## src/rtl/approx_seq_mul8.sv

```systemverilog
// approx_seq_mul8: 8x8 unsigned shift-and-add multiplier. The partial-product
// accumulator uses an adder whose low APPROX_BITS carries are approximate
// (generate-only, ignoring the incoming carry). The upper bits ripple exactly.
// The handshake is valid/ready on both sides and one operation is in flight
// at a time. The FSM walks IDLE -> RUN (8 cycles) -> DONE.
module approx_seq_mul8 #(
  parameter int APPROX_BITS = 8
) (
  input  logic        clk,
  input  logic        reset,
  input  logic        in_valid,
  output logic        in_ready,
  input  logic [7:0]  a,
  input  logic [7:0]  b,
  output logic        out_valid,
  input  logic        out_ready,
  output logic [15:0] product
);

  typedef enum logic [1:0] {
    IDLE = 2'd0,
    RUN  = 2'd1,
    DONE = 2'd2
  } state_t;

  state_t      state;
  state_t      state_nxt;
  logic [15:0] acc;
  logic [15:0] mcand;
  logic [7:0]  mplr;
  logic [2:0]  count;

  // 16-bit ripple adder. For a bit below APPROX_BITS, the carry out is only x&y,
  // so a carry entering that bit does not travel further. Bits above it use
  // the exact majority carry. The carry out of bit 15 is dropped, so the sum
  // wraps modulo 2^16.
  function automatic logic [15:0] approx_add(input logic [15:0] x, input logic [15:0] y);
    logic [15:0] s;
    logic        c;
    s = '0;
    c = 1'b0;
    for (int i = 0; i < 16; i++) begin
      s[i] = x[i] ^ y[i] ^ c;
      if (i < APPROX_BITS) c = x[i] & y[i];
      else                 c = (x[i] & y[i]) | (x[i] & c) | (y[i] & c);
    end
    return s;
  endfunction

  // State register. The synchronous reset overrides every handshake input.
  always_ff @(posedge clk) begin
    // NOTE: sequential state uses non-blocking assignments. All registers
    // then update together at the edge, and no read depends on block order.
    if (reset) state <= IDLE;
    else       state <= state_nxt;
  end

  // Next-state and handshake outputs. in_ready and out_valid come from the state only.
  always_comb begin
    // NOTE: every output of this block gets a default first. This way no path
    // leaves a signal unassigned, and no latch is inferred.
    state_nxt = state;
    in_ready  = 1'b0;
    out_valid = 1'b0;
    unique case (state)
      IDLE: begin
        in_ready = 1'b1;
        if (in_valid) state_nxt = RUN;
      end
      RUN: begin
        if (count == 3'd7) state_nxt = DONE;
      end
      DONE: begin
        out_valid = 1'b1;
        if (out_ready) state_nxt = IDLE;
      end
      default: state_nxt = IDLE;
    endcase
  end

  // Datapath. Load the operands on acceptance, then do one shift-and-add
  // step per RUN cycle. In DONE nothing changes, so product holds under
  // backpressure. The operand inputs are only looked at in IDLE.
  always_ff @(posedge clk) begin
    if (reset) begin
      acc   <= '0;
      mcand <= '0;
      mplr  <= '0;
      count <= '0;
    end else begin
      unique case (state)
        IDLE: begin
          if (in_valid) begin
            mcand <= {8'h00, a};
            mplr  <= b;
            acc   <= '0;
            count <= '0;
          end
        end
        RUN: begin
          if (mplr[0]) acc <= approx_add(acc, mcand);
          mcand <= {mcand[14:0], 1'b0};
          mplr  <= {1'b0, mplr[7:1]};
          count <= count + 3'd1;
        end
        default: ;
      endcase
    end
  end

  // The result register feeds the output directly. It is only meaningful while out_valid=1.
  assign product = acc;

endmodule

```

## config.mk

```make
export PLATFORM = sky130hd
export DESIGN_NAME = approx_seq_mul8
export DESIGN_NICKNAME = d
export VERILOG_FILES = /design/src/rtl/approx_seq_mul8.sv
export SDC_FILE = /design/constraint.sdc
export NUM_CORES = 1
export LEC_CHECK = 0
export ABC_AREA = 1
export CAP_MARGIN = 20
export CELL_PAD_IN_SITES_DETAIL_PLACEMENT = 0
export CELL_PAD_IN_SITES_GLOBAL_PLACEMENT = 2
export CORE_UTILIZATION = 32
export CTS_CLUSTER_DIAMETER = 40
export DETAILED_ROUTE_END_ITERATION = 12
export GPL_ROUTABILITY_DRIVEN = 0
export GPL_TIMING_DRIVEN = 0
export PLACE_DENSITY = 0.94
export SYNTH_ARGS = -nofsm -noshare
export SYNTH_HDL_FRONTEND = slang
export SYNTH_SLANG_ARGS = --single-unit
```

## constraint.sdc

```tcl
create_clock -name clk -period 7.1 [get_ports clk]
set_clock_uncertainty 0.05 [all_clocks]
set_input_delay 1.42 -clock clk [delete_from_list [all_inputs] [get_ports clk]]
set_output_delay 1.42 -clock clk [all_outputs]
set_load 0.02 [all_outputs]
```

; ---- Word level (Yosys, flattened, before mapping)
; Index checks and enable logic that the tools add are counted.
; Widths: inputs -> output; s select.
[totals]
reg_bits = 45
output_inout_bits = 18
[op_classes]
add_sub_neg = 1
n_eq_ne = 7
n_mux = 60
bitwise_logic = 74
reduce_logical = 5
[op_table]
columns = operator, count
row1 = $pmux 16 s2, 2
row2 = $mux 16, 3
row3 = $mux 1, 47
row4 = $xor 1x1->1, 31
row5 = $and 1x1->1, 29
row6 = $pmux 8 s2, 1
row7 = $or 1x1->1, 14
row8 = $mux 8, 1
row9 = $ne 2x2->1 const B, 4
row10 = $mux 2, 3
row11 = $pmux 2 s3, 1
row12 = $pmux 3 s2, 1
row13 = $reduce_and 3->1, 2
row14 = $add 3x1->3 const B, 1
row15 = $eq 3x3->1 const B, 1
row16 = $mux 3, 1
row17 = $eq 2x1->1 const B, 1
row18 = $eq 2x2->1 const B, 1
row19 = $logic_not 2->1, 1
row20 = $reduce_and 2->1, 1
row21 = $reduce_bool 2->1, 1

; ---- Logic depth before layout (Yosys ltp)
[depth]
depth_word = 49
mapped_depth = 14
mapped_depth_nobuf = 14

; ---- Worst setup path before layout
; No wires, ideal clock.
[synth_timing]
path_kind = register -> register
start = reg acc[7] (netlist: product[7])
end = reg acc[15] (netlist: product[15])
setup_ps = 70
t_arrival_ps = 3678
setup_slack_ps = 3301
stages_incl_launch_ff = 15
n_path_buf = 0
cell_sequence = dfxtp_1 > ha_1 > inv_1 > fa_1 > fa_1 > fa_1 > fa_1 > fa_1 > fa_1 > fa_1 > inv_1 > nand2_1 > nand3_1 > nand3_1 > a21oi_1
[synth_via]
elab_chain_cells = 49
[synth_rtl]
columns = element, line_no
row1 = "start, declared", 28  ; logic [15:0] acc;
row2 = "start signal, assigned", 101  ; if (mplr[0]) acc <= approx_add(acc, mcand);
row3 = $and 1x1->1 (*), -
row4 = $mux 1 (*), 101
row5 = $mux 1 (*), 91  ; unique case (state)
row6 = $mux 1 (*), 85  ; if (reset) begin
row7 = $and 1x1->1, 45  ; else c = (x[i] & y[i]) | (x[i] & c) | (y[i] & c);
row8 = $or 1x1->1, 45
row9 = $or 1x1->1 (*), 45
row10 = $mux 1 (*), 101
row11 = (+33 left out), -
row12 = $or 1x1->1, 45
row13 = $or 1x1->1 (*), 45
row14 = $mux 1 (*), 101
row15 = $mux 1 (*), 91
row16 = $mux 1 (*), 85
row17 = $xor 1x1->1 (*), 43  ; s[i] = x[i] ^ y[i] ^ c;
row18 = $mux 16 (*), 101
row19 = $pmux 16 s2 (*), 91
; Mark *: on every way between the ends. The rest lies on a longest branch, timed or not. The select of a mux whose other input is x is not followed.
; A chain may end at the register's enable or synchronous reset.

; ---- Worst setup path in the final report
; Same ends and word-level chain as after synthesis.

==> impl_summary.md <==
Synthesis
The portion of synthesized area spent on multiplexers is 0. The total number of yosys warnings is 0. In the post-synthesis netlist, the biggest area contributors are sky130_fd_sc_hd__dfxtp_1 (39%), sky130_fd_sc_hd__nand2_1 (14%), sky130_fd_sc_hd__nor2_1 (10%). The area share of the leading cell type in the synthesized netlist is 0.3869.

After synthesis, the mean cell area works out to 7.099 sq um. The netlist area before placement is 2328 sq um. The post-synthesis compound-gate area fraction is 0.1252. The largest family of logic cells by synthesized area is simple AND/OR/NAND/NOR gates. In this run, distinct cell masters in the synthesized netlist total 21. The simple-gate share of the synthesized area is 0.2789. Synthesis produced 328 cells.

The post-synthesis net count is 365. The share of the Yosys chip area taken by registers is 0.3869. The xor and xnor fraction of the mapped netlist area is 0. The largest area contributor in the netlist is sky130_fd_sc_hd__dfxtp_1. The register bit total from synthesis is 45. The post-synthesis share of cell area spent on full adders, half adders and majority gates is 0.1139.

Clock tree
The clock tree from TritonCTS is yes. After clock tree synthesis, the clock-pin slew on the worst setup and hold paths is 0.09 ns. The number of clock buffers added by TritonCTS is 5. At the later pin of the worst-skew pair, clock insertion delay measures 0.30 ns. After clock tree synthesis, the setup repair step added 0 buffers. The number of gates resized after cts is 0. The H-tree generated during clock tree synthesis spans 2 levels.

Counting every sink on the clock net gives 45. In this run the clock root is driven by a sky130_fd_sc_hd__clkbuf_8. The longest clock path from root to sink contains 2 buffers. The number of hold-repair buffers added at the cts stage is 0.

Worst setup path
Broken down by cell family, the worst path's largest delay share belongs to adder cells. STA classifies the critical path endpoint as a flip-flop. Traced cell by cell, the critical path runs through ha_1 -> inv_1 -> fa_1 -> fa_1 -> fa_1 -> fa_1 -> fa_1 -> fa_1 -> fa_1 -> inv_1 -> nand2_1 -> nand3_1 -> nand3_1 -> a21oi_1.

The most numerous cell type found on the critical path is sky130_fd_sc_hd__fa_1. The number of cells on the worst reg-to-reg path is 14. The worst register-to-register path has a setup slack of 3.25 ns.

The largest fanout on the critical path is 3. STA classifies the critical path startpoint as a flip-flop. The worst setup path is of the reg2reg kind. The required time of the critical path is 7.29 ns. The number of buffers and inverters on the critical path is 2.

The slowest stage of the critical path is the sky130_fd_sc_hd__fa_1 cell. In this design, the stage delay of the slowest critical-path cell is 0.42 ns. In this run the critical register-to-register path is captured at product[15]. Data on the critical path arrives at its endpoint at 4.04 ns. The startpoint identified for the worst register-to-register timing path is product[7].

Timing
Adding up every negative setup slack in the final design gives 0 ns. Dividing the final minimum period by the clock period gives 0.5423. Headroom to the max-slew limit came out at 0.6539. The achievable clock frequency is 0.2597 GHz. Setup repair after global routing left no endpoint under its margin.

The clock period could shrink to 3.851 ns. The transition time at the pin with the least slew margin is 0.5192 ns. The number of slew-limit violations in the final report came to 0. The final hold violation count came to 0. The final number of setup-violating endpoints is 0.

Power
The power density over the cells is 210.2 nW/um^2. The net switching component of the power is 177.6 uW. Of the total power, the share spent switching nets is 0.2884.

The internal power contribution is 438.2 uW. The share of total power dissipated in the clock network is 0.338. The combinational fraction of design power is 0.204. The static leakage is 0.001237 uW. Of the total power, registers draw 0.458. The worst-case IR drop observed on VDD is 78.28 uV.

Floorplan
The placement row count is 30. The initial utilization of the core area, before any placement, comes to 0.3371. In this run the count of I/O pins placed on the die edge is 38. After floorplanning, the core was sized to cover 6907 sq um. The floorplan step set the die width to 87.30 microns. The vertical extent of the die is 87.30 microns. The die area is 7621 sq um.

Cells and area
Fill cells in the final layout number 749. The multi-input combinational cells in the finished layout cover a total of 1206 sq um. The area occupied by registers is 900.9 sq um. Once layout is complete, the cells apart from fillers number 468. The count of antenna diodes in the layout is 0. At the end of the flow, the number of nets in the layout was 408. The share of cells above drive strength 1 is 0.06720. Relative to the synthesized area, the layout overhead comes to 25.79%.

Detailed routing
In the routed layout, each cell is associated on average with a via count of 4.421. After detailed routing, the average wire length per cell comes to 11.76 microns. The first routing iteration left 83 violations.

The count of vias placed by the detailed router is 2069. The count of nets left with antenna violations once routing finished came out at 0. The total wirelength of the detailed-routed design is 5504 microns. In the routed design, unresolved DRC markers number 0.

For this run, the detailed router's first-pass iteration total came to 4.

Worst hold path
The beginning of the worst hold path is count[0]. The cell count of the worst hold path is 1. The path with the worst hold slack has its endpoint at count[0].

The min-delay analysis places its worst path in the category reg2reg.

GRT
The met1 layer usage reported by global route is 0.1919. The met3 routing resource usage after global routing is 0.02559. The all-layer global routing usage is 0.1589. The pin count of the biggest net entering global routing is 15. The first global-routing pass estimated 9149 microns of wire. The most utilized layer in the global route result is met2. The number of global-route vias before repair is 1950. Global routing finished with a remaining overflow of 0.

The number of antenna violations at the first check in global routing is 0. The met2 usage in global routing is 0.2784.

Place
The number of port buffers is 36. The placed instance count is 460. After legalization and detailed placement, the total HPWL measured 3909 microns.

Run
The count of max-cap constraint violations is 0.

Outcome
The flow ran to the end, and the final reports show no timing, DRC or antenna violations.
[power by group through the flow]
stage          clock, uW  sequential, uW  combinational [uW]
5_1_grt              222             285                 142
2_1_floorplan          0             294                72.1
3_5_place_dp           0             288                 127
6_report             208             282                 126
3_3_place_gp           0             288                 126
4_1_cts              216             282                 128
[final cells by class]
cell class / instances / area share
clock buffer: 6 / 0.02819
sequential: 45 / 0.3076
tap: 96 / 0.04101
inverter: 34 / 0.04357
multi-input combinational: 234 / 0.4118
buffer: 15 / 0.03204
clock inverter: 2 / 0.01282
timing repair buffer: 36 / 0.1230
[state kept, by name (all words and copies together) (netlist names)]
register / flops
mcand: 16
product: 16
state: 2
mplr: 8
count: 3
[per-layer routing]
layer  part of all wire  wire length, microns  up-vias
li1                   -                     -     1100
met5                  0                     0        -
met4              0.018                    97        0
met1               0.49                  2672      926
met2               0.47                  2561       33
met3              0.031                   172       10
[how the worst max path moves through the flow]
stage | from | to | slack (ns) | depth (start not counted)
6_report | product[7] | product[15] | 3.25 | 14
5_1_grt | product[7] | product[15] | 3.03 | 14
4_1_cts | product[7] | product[15] | 3.20 | 14
3_5_place_dp | product[7] | product[15] | 3.22 | 14
3_3_place_gp | mcand[7] | product[15] | 3.28 | 14
2_1_floorplan | product[7] | product[15] | 3.30 | 14
[metrics by stage]
step	hold WS [ns]	instance area, sq um	total power [uW]	util	setup WS (ns)
after floorplan	0.3791	2328	366.4	-	3.301
after global placement	0.4013	2809	413.9	0.4067	3.281
after global routing	0.4502	2929	648.3	0.4241	3.035
after CTS	0.4164	2929	625.8	0.4241	3.197
after detailed placement	0.4046	2809	414.7	0.4067	3.219
final	0.4134	2929	615.8	0.4241	3.249
[cells in the final DEF, fill, tap and decap left out]
| master | instances |
|---|---|
| sky130_fd_sc_hd__bufinv_16 | 1 |
| sky130_fd_sc_hd__buf_4 | 3 |
| sky130_fd_sc_hd__buf_2 | 3 |
| sky130_fd_sc_hd__o21ai_0 | 18 |
| sky130_fd_sc_hd__o21a_1 | 1 |
| sky130_fd_sc_hd__nand2_1 | 87 |
| sky130_fd_sc_hd__clkinvlp_4 | 1 |
| sky130_fd_sc_hd__o21ai_1 | 18 |
| sky130_fd_sc_hd__nor2_8 | 1 |
| sky130_fd_sc_hd__a21oi_1 | 16 |
| sky130_fd_sc_hd__clkbuf_8 | 6 |
| sky130_fd_sc_hd__clkbuf_1 | 6 |
| sky130_fd_sc_hd__inv_1 | 31 |
| sky130_fd_sc_hd__ha_1 | 10 |
| sky130_fd_sc_hd__nor2_1 | 65 |
| sky130_fd_sc_hd__nand2_4 | 2 |
| sky130_fd_sc_hd__inv_2 | 3 |
| sky130_fd_sc_hd__a22oi_1 | 1 |
| sky130_fd_sc_hd__o21ai_4 | 1 |
| sky130_fd_sc_hd__nand3_1 | 6 |
| sky130_fd_sc_hd__fa_1 | 7 |
| sky130_fd_sc_hd__nand2_2 | 1 |
| sky130_fd_sc_hd__dfxtp_1 | 45 |
| sky130_fd_sc_hd__clkdlybuf4s50_1 | 36 |
| sky130_fd_sc_hd__buf_6 | 3 |
[cell usage after synthesis, drive strengths merged]
cell type  instances
o21ai             37
clkbuf             6
a21oi             16
nand2             90
fa                 7
dfxtp             45
a22oi              1
nor2              66
inv               34
ha                10
buf                9
o21a               1
nand3              6
[cells by family (layout without fill, tap and decap cells)]
kind of cell | after synthesis | after routing
flops | 45 | 45
compound gates | 55 | 55
buf+inv | 49 | 93
fa+ha+maj | 17 | 17
simple gates | 162 | 162
Power figures use the tool's default switching activity.
